<file path="src/rtl/alu_config_writer.sv">
// Configuration master for a bank of opcode config registers: FIFO-buffered
// host writes issued as one-hot enable pulses. Define CFG_VERIFY_EN to add readback checking.
module alu_config_writer #(
  parameter int NUM_TARGETS = 4,
  parameter int DATA_W      = 2,
  parameter int FIFO_DEPTH  = 4,
  parameter int TGT_W       = 2
) (
  input  logic                          CLK,
  input  logic                          RESETN,
  input  logic                          cmd_valid,
  output logic                          cmd_ready,
  input  logic [TGT_W-1:0]              cmd_target,
  input  logic [DATA_W-1:0]             cmd_data,
  output logic [DATA_W-1:0]             cfg_data,
  output logic [NUM_TARGETS-1:0]        cfg_en,
  input  logic [NUM_TARGETS*DATA_W-1:0] cfg_readback,
  output logic                          busy,
  output logic                          done,
  output logic                          err,
  output logic [TGT_W-1:0]              err_target,
  input  logic                          err_clr
);

  localparam int PTR_W = $clog2(FIFO_DEPTH);
  localparam int CNT_W = PTR_W + 1;

  typedef struct packed {
    logic [TGT_W-1:0]  tgt;
    logic [DATA_W-1:0] data;
  } cmd_t;

  typedef enum logic [1:0] {S_IDLE, S_WRITE, S_CHECK} state_t;

  cmd_t             r_mem [FIFO_DEPTH];
  logic [PTR_W-1:0] r_wptr, r_rptr;
  logic [CNT_W-1:0] r_count;

  state_t            r_state, w_state_nxt;
  logic [TGT_W-1:0]  r_tgt;
  logic [DATA_W-1:0] r_data;
  logic              r_done;
  logic              r_err;
  logic [TGT_W-1:0]  r_err_tgt;

  logic             w_push, w_pop, w_in_range;
  logic             w_done_set, w_err_set;
  logic [TGT_W-1:0] w_err_tgt;
  cmd_t             w_cmd_in, w_head;

  assign cmd_ready  = (r_count != CNT_W'(FIFO_DEPTH));
  assign w_push     = cmd_valid && cmd_ready;
  assign w_pop      = (r_state == S_IDLE) && (r_count != '0);
  assign w_cmd_in   = {cmd_target, cmd_data};
  assign w_head     = r_mem[r_rptr];
  assign w_in_range = (32'(w_head.tgt) < NUM_TARGETS);

  // Storage carries no reset; occupancy and pointers alone define validity.
  always_ff @(posedge CLK) begin
    if (w_push) r_mem[r_wptr] <= w_cmd_in;
  end

  always_ff @(posedge CLK or negedge RESETN) begin
    if (!RESETN) begin
      r_wptr  <= '0;
      r_rptr  <= '0;
      r_count <= '0;
    end else begin
      if (w_push) r_wptr <= r_wptr + PTR_W'(1);
      if (w_pop)  r_rptr <= r_rptr + PTR_W'(1);
      case ({w_push, w_pop})
        2'b10:   r_count <= r_count + CNT_W'(1);
        2'b01:   r_count <= r_count - CNT_W'(1);
        default: r_count <= r_count;
      endcase
    end
  end

  always_comb begin
    w_state_nxt = r_state;
    case (r_state)
      S_IDLE:  if (w_pop && w_in_range) w_state_nxt = S_WRITE;
`ifdef CFG_VERIFY_EN
      S_WRITE: w_state_nxt = S_CHECK;
`else
      S_WRITE: w_state_nxt = S_IDLE;
`endif
      S_CHECK: w_state_nxt = S_IDLE;
      default: w_state_nxt = S_IDLE;
    endcase
  end

  always_ff @(posedge CLK or negedge RESETN) begin
    if (!RESETN) begin
      r_state <= S_IDLE;
      r_tgt   <= '0;
      r_data  <= '0;
    end else begin
      r_state <= w_state_nxt;
      if (w_pop && w_in_range) begin
        r_tgt  <= w_head.tgt;
        r_data <= w_head.data;
      end
    end
  end

`ifdef CFG_VERIFY_EN
  logic [DATA_W-1:0] w_rb;
  logic              w_match;

  always_comb begin
    w_rb = '0;
    for (int i = 0; i < NUM_TARGETS; i++)
      if (32'(r_tgt) == i) w_rb = cfg_readback[i*DATA_W +: DATA_W];
  end

  assign w_match    = (w_rb == r_data);
  assign w_done_set = (r_state == S_CHECK) && w_match;
  assign w_err_set  = (w_pop && !w_in_range) || ((r_state == S_CHECK) && !w_match);
`else
  logic w_unused_rb;
  assign w_unused_rb = ^cfg_readback;
  assign w_done_set  = (r_state == S_WRITE);
  assign w_err_set   = w_pop && !w_in_range;
`endif

  // A pop only happens in IDLE, so a range error and a check error never coincide.
  assign w_err_tgt = (r_state == S_IDLE) ? w_head.tgt : r_tgt;

  always_ff @(posedge CLK or negedge RESETN) begin
    if (!RESETN) begin
      r_done    <= 1'b0;
      r_err     <= 1'b0;
      r_err_tgt <= '0;
    end else begin
      r_done <= w_done_set;
      if (w_err_set) begin
        r_err     <= 1'b1;
        r_err_tgt <= w_err_tgt;
      end else if (err_clr) begin
        r_err <= 1'b0;
      end
    end
  end

  // Enable and bus are decoded from state so an async reset kills a pulse at once.
  always_comb begin
    cfg_en   = '0;
    cfg_data = '0;
    for (int i = 0; i < NUM_TARGETS; i++)
      cfg_en[i] = (r_state == S_WRITE) && (32'(r_tgt) == i);
    if (r_state == S_WRITE) cfg_data = r_data;
  end

  assign busy       = (r_count != '0) || (r_state != S_IDLE);
  assign done       = r_done;
  assign err        = r_err;
  assign err_target = r_err_tgt;

endmodule

</file>
<file path="config.mk">
export PLATFORM = sky130hd
export DESIGN_NAME = alu_config_writer
export DESIGN_NICKNAME = d
export VERILOG_FILES = /design/src/rtl/alu_config_writer.sv
export SDC_FILE = /design/constraint.sdc
export NUM_CORES = 1
export LEC_CHECK = 0
export BUFFER_PORTS_ARGS = -buffer_cell sky130_fd_sc_hd__clkbuf_2
export CAP_MARGIN = 0
export CORE_ASPECT_RATIO = 1.2
export CORE_UTILIZATION = 47
export DETAILED_ROUTE_END_ITERATION = 6
export GPL_TIMING_DRIVEN = 1
export PLACE_DENSITY_LB_ADDON = 0.15
export SKIP_CTS_REPAIR_TIMING = 1
export SLEW_MARGIN = 5
export SYNTH_ARGS = -nofsm -noshare
export SYNTH_HDL_FRONTEND = slang
export SYNTH_SLANG_ARGS = --single-unit
</file>
<file path="constraint.sdc">
create_clock -name CLK -period 1.9 [get_ports CLK]
set_input_delay 0.19 -clock CLK [delete_from_list [all_inputs] [get_ports CLK]]
set_output_delay 0.19 -clock CLK [all_outputs]
set_load 0.01 [all_outputs]
</file>
**Word level (Yosys, flattened, before mapping)**

Memory sizes are Yosys's and may differ from the RTL's. A register that Yosys moved wholly into a read port is not among the register bits.
Index checks and enable logic that the tools add are counted.

- Bits of input ports: 16
- Memories: 1
- Word-level logic and storage cells: 37
- Output and inout bits: 12
- Bits in registers: 10
- RAM bits: 16

- Reductions and logical operators: 13
- Equal/unequal tests: 8
- Multiplexer cells: 6
- Add/subtract/negate cells: 4

Memories:

| memory | depth | width | read ports | clocked after Yosys merged registers in | write ports | RTL line | source |
|---|---|---|---|---|---|---|---|
| r_mem | 4 | 4 | 1 | 1 | 1 | 35 | `cmd_t r_mem [FIFO_DEPTH];` |

Operator list:

| kind | count |
|---|---|
| 2-bit by 1-bit equality test with 1-bit output, second input constant | 3 |
| 2-bit equality test, second input constant | 3 |
| 1-bit logical AND | 6 |
| 2-bit two-way mux | 3 |
| 3-bit one-hot mux with 2 select lines | 1 |
| 2-bit by 1-bit adder with 2-bit output, second input constant | 2 |
| 2-bit logical NOT | 2 |
| 2-bit nonzero test | 2 |
| 3-bit by 1-bit adder with 3-bit output, second input constant | 1 |
| 3-bit != test, second input constant | 1 |
| 3-bit nonzero test | 1 |
| 3-bit by 1-bit subtractor with 3-bit output, second input constant | 1 |
| 1-bit two-way mux | 2 |
| 2-bit != test, second input constant | 1 |
| 1-bit logical NOT | 1 |
| 1-bit logical OR | 1 |

**Logic depth before layout (Yosys ltp)**

- Word-level depth: 4
- Depth in mapped cells: 9
- Gate-level depth less buffers: 9

**Worst setup path before layout**

OpenSTA, ideal clock, no wires.

- Path kind: reg2reg
- Start: register r_count[0]
- End: register r_count[2]
- Data arrival time: 2.017 ns
- Setup time: 0.079 ns
- Clock period less this slack: 2.097 ns
- Buffers on the path: 0
- Stages on the path, launching flop included: 10
- Data required time: 1.821 ns
- Setup slack: -0.197 ns
- Path through: dfrtp_1 > or3b_4 > and2_4 > inv_1 > ha_1 > inv_1 > fa_1 > xor2_1 > nor2_1 > xor2_1

- Longest elaborated chain between the ends: 4
- Elaborated cells on any way between the ends: 10
- Those cells by class: add/sub: 2; eq/ne: 3; mux: 1; reduce/logical: 4

Ends and longest elaborated chain:

| item | RTL line | source |
|---|---|---|
| start, declared | 37 | `logic [CNT_W-1:0] r_count;` |
| start signal, assigned | 72 | `2'b10: r_count <= r_count + CNT_W'(1);` |
| start signal, assigned | 73 | `2'b01: r_count <= r_count - CNT_W'(1);` |
| start signal, assigned | 74 | `default: r_count <= r_count;` |
| 3-bit != test * | 51 | `assign cmd_ready = (r_count != CNT_W'(FIFO_DEPTH));` |
| net cmd_ready | 12 | `output logic cmd_ready,` |
| 1-bit logical AND * | 52 | `assign w_push = cmd_valid && cmd_ready;` |
| 2-bit by 1-bit equality test with 1-bit output or 2-bit equality test (tied branches) | 71 | `case ({w_push, w_pop})` |
| 3-bit one-hot mux with 2 select lines or 2-bit nonzero test (tied branches) | -- |  |

The timed path passes the listed nets; every way through them passes the cells marked *.
A chain may end at the register's enable or synchronous reset.

**Final worst setup path**

- Start: register r_count[0]
- End: register r_count[2]

- Longest elaborated chain between the ends: 4
- Elaborated cells on any way between the ends: 10
- Those cells by class: add/sub: 2; eq/ne: 3; mux: 1; reduce/logical: 4

Ends and longest elaborated chain:

| item | RTL line |
|---|---|
| 3-bit != test or 3-bit nonzero test (tied branches) | 51, 53 |
| 1-bit logical AND (on tied branches) | 52, 53 |
| 2-bit by 1-bit equality test with 1-bit output or 2-bit equality test (tied branches) | 71 |
| 3-bit one-hot mux with 2 select lines or 2-bit nonzero test (tied branches) | -- |

Several ways; a longest one is shown, not always the timed one.

==> reports/results.ini <==
[run_status]
status=finished, violations left
violations=negative setup slack

[worst_setup_path]
cp_max_fo=2
crit_slowest_cell=or3b_4
cp_num_cells=9
startpoint=r_count[0]$_DFFE_PN0P_
cp-end-kind=flip-flop
crit_end=r_count[2]$_DFFE_PN0P_
r2r-end=r_count[2]$_DFFE_PN0P_
max_stage_delay_ps=410
path_class=flip-flop to flip-flop
crit_chain=or3b_4, and2_4, inv_4, ha_4, inv_2, fa_2, xor2_1, nor2_1, xor2_1
cp-start-kind=flip-flop
r2r_slack_ps=-50
cpMostUsedCell=xor2_1
cp.arrival_ps=2200
timing.rr.start=r_count[0]$_DFFE_PN0P_
ff2ff_path_depth=9
cp_num_buf_inv=2
crit_family=simple AND/OR/NAND/NOR gates
cp.required_ps=2140

[cells_and_area]
fin_util_pct=59.9
fin_area_um2=1530
antenna_cells=0
final_cells=146
finish.net_count=134
synthToLayoutAreaGrowth_pct=19.0
drive_above_1_share_pct=44.2

[place]
dpl_cell_area_um2=1460
placed_cells=136
io_buffers=15
dp_hpwl_mm=1.46
gp_congestion=0.706

[pwr]
sequentialPowerShare_pct=42.8
clkPwrFrac_pct=13.6
p_switching_mw=0.801
combPwrFrac_pct=43.6
power_leakage_nw=0.664
p_per_area_nw_per_um2=1610
p_sw_share_pct=32.6
peakVddDrop_mv=0.818
intPower_mw=1.66

[synth]
synth_area_per_cell_um2=15.7
synth_top_area_cell=edfxtp_1
netlist.area_leader.share_pct=37.4
synth_edf_count=16
yosys_most_used_dff=edfxtp_1
synth_area_leaders=edfxtp_1 37%, dfrtp_1 25%, mux4_2 7.0%
synth_cell_types=27
yosys_warnings=0
ys_seq_area_share_pct=62.8
synth-seq-cells=29
synth_common_cells=16 x edfxtp_1, 13 x dfrtp_1, 6 x inv_1, 5 x ha_1
netlist_instances=82
syn_area_um2=1280
ys_async_sr_fraction_pct=44.8
yosysMostFrequentCell=edfxtp_1

[sta]
worst_slack_ps=-54.5
rsz0062_at_grt=yes
fin_skew_ps=5.81
setup_viol=1
hold_viol_final=0
max_freq_mhz=512
fin_setup_tns_ps=-54.5
period_needed_ps=1950
finalCritPeriodShare_pct=103
finalMaxSlewViolations=0

[detailed_routing]
wl_mm=1.93
drt_first_pass_iters=3
ant_nets=0
drtIter0Drc=9
drc=0
vias_per_cell=4.80
vias=701
post_drt_wl_per_cell_um=13.2

[grt]
grt_max_degree=14
grt_pass1_vias=692
antenna_found_initial=0
grt_pass1_wl_mm=3.33
grt-ovfl-total=0
gr-usage-all-layers_pct=16.6

[hold_path]
holdCritPathClass=input pin to flip-flop
min_from=cmd_target[1]

[floorplanning]
die_w_um=49.7
start_util_pct=50.3
core_region_area_um2=2550
ios=28
row_count=20
fp.dieH_um=59.3
die_area_um2=2950

[flow_run]
max_cap_violations=0

[clock_network]
cts-htree-levels=2
cts_root_buffer=clkbuf_4
cts.sinks=29
clk_path_buf_depth=2
numCtsBuffers=5
clock_latency_ps=310
cts_tree=yes
clk_pin_slew_ps=80

-- metal layers --
metal / wire, um / GRT usage (%)
met5: 0 / 0
met3: 95 / 6.92
met1: 876 / 20.3
met4: 29 / 8.57
met2: 930 / 25.5
-- area by class of cell --
class | count | area (um2)
inverters | 6 | 25.0
repair buffers | 26 | 160
fillers | 217 | 1020
well taps | 33 | 41.3
clock buffers | 8 | 48.8
multi-input cells | 44 | 447
flip-flops and latches | 29 | 806
-- worst min-delay path by stage --
stage | end | slack (ps) | cells past startpoint
after floorplan | done$_DFF_PN0_ | -110 | 0
after global placement | r_data[1]$_DFFE_PN0P_ | 100 | 1
after detailed placement | r_data[1]$_DFFE_PN0P_ | 110 | 1
after CTS | r_rptr[1]$_DFFE_PN0P_ | -250 | 1
after global routing | r_mem[0][0]$_DFFE_PP_ | 80 | 1
final | r_mem[2][3]$_DFFE_PP_ | 90 | 1
-- power by group through the flow --
stage	Clock, mW	Sequential, mW	Combinational (mW)
2_1_floorplan	0	1.01	0.772
3_3_place_gp	0	1.06	1.05
3_5_place_dp	0	1.07	1.08
4_1_cts	0.353	1.06	1.09
5_1_grt	0.374	1.09	1.19
6_report	0.333	1.05	1.07
-- flip-flops by register name, summed over array words and instances, names as in the netlist --
register  cells
r_data        2
r_count       3
r_mem        16
r_tgt         2
r_wptr        2
r_state       1
r_rptr        2
done          1
-- stage by stage --
step	setup WS [ps]	hold slack, ps	power, mW
finish	-54.5	93.2	2.46
global route	-174	80.3	2.65
CTS	-110	-250	2.49
detailed placement	-78.7	106	2.15
global placement	-55.3	100	2.10
floorplan	-103	-106	1.78
-- logic make-up after synthesis --
group / Yosys count / share of synthesized area, %
other cells: 1 / 0.292
simple gates: 19 / 9.75
buf+inv: 11 / 4.19
fa+ha+maj: 6 / 6.43
flops: 29 / 62.8
xor+xnor: 6 / 4.09
mux: 10 / 12.5
-- worst register-to-register path, cell delays in order (launching register included) --
cell and delay, ps:
dfrtp_1 390, or3b_4 410, and2_4 160, inv_4 50, ha_4 130, inv_2 30
fa_2 320, xor2_1 140, nor2_1 110, xor2_1 150
-- layout by cell type (no fill, tap or decap), drive strengths merged, types with 4 or more instances in the layout --
cell	n
clkbuf	23
edfxtp	16
dfrtp	13
buf	10
inv	6
and3	5
mux2	5
ha	5
xor2	4
mux4	4
nor2	4
No activity file was read; power rests on OpenSTA's default activity.
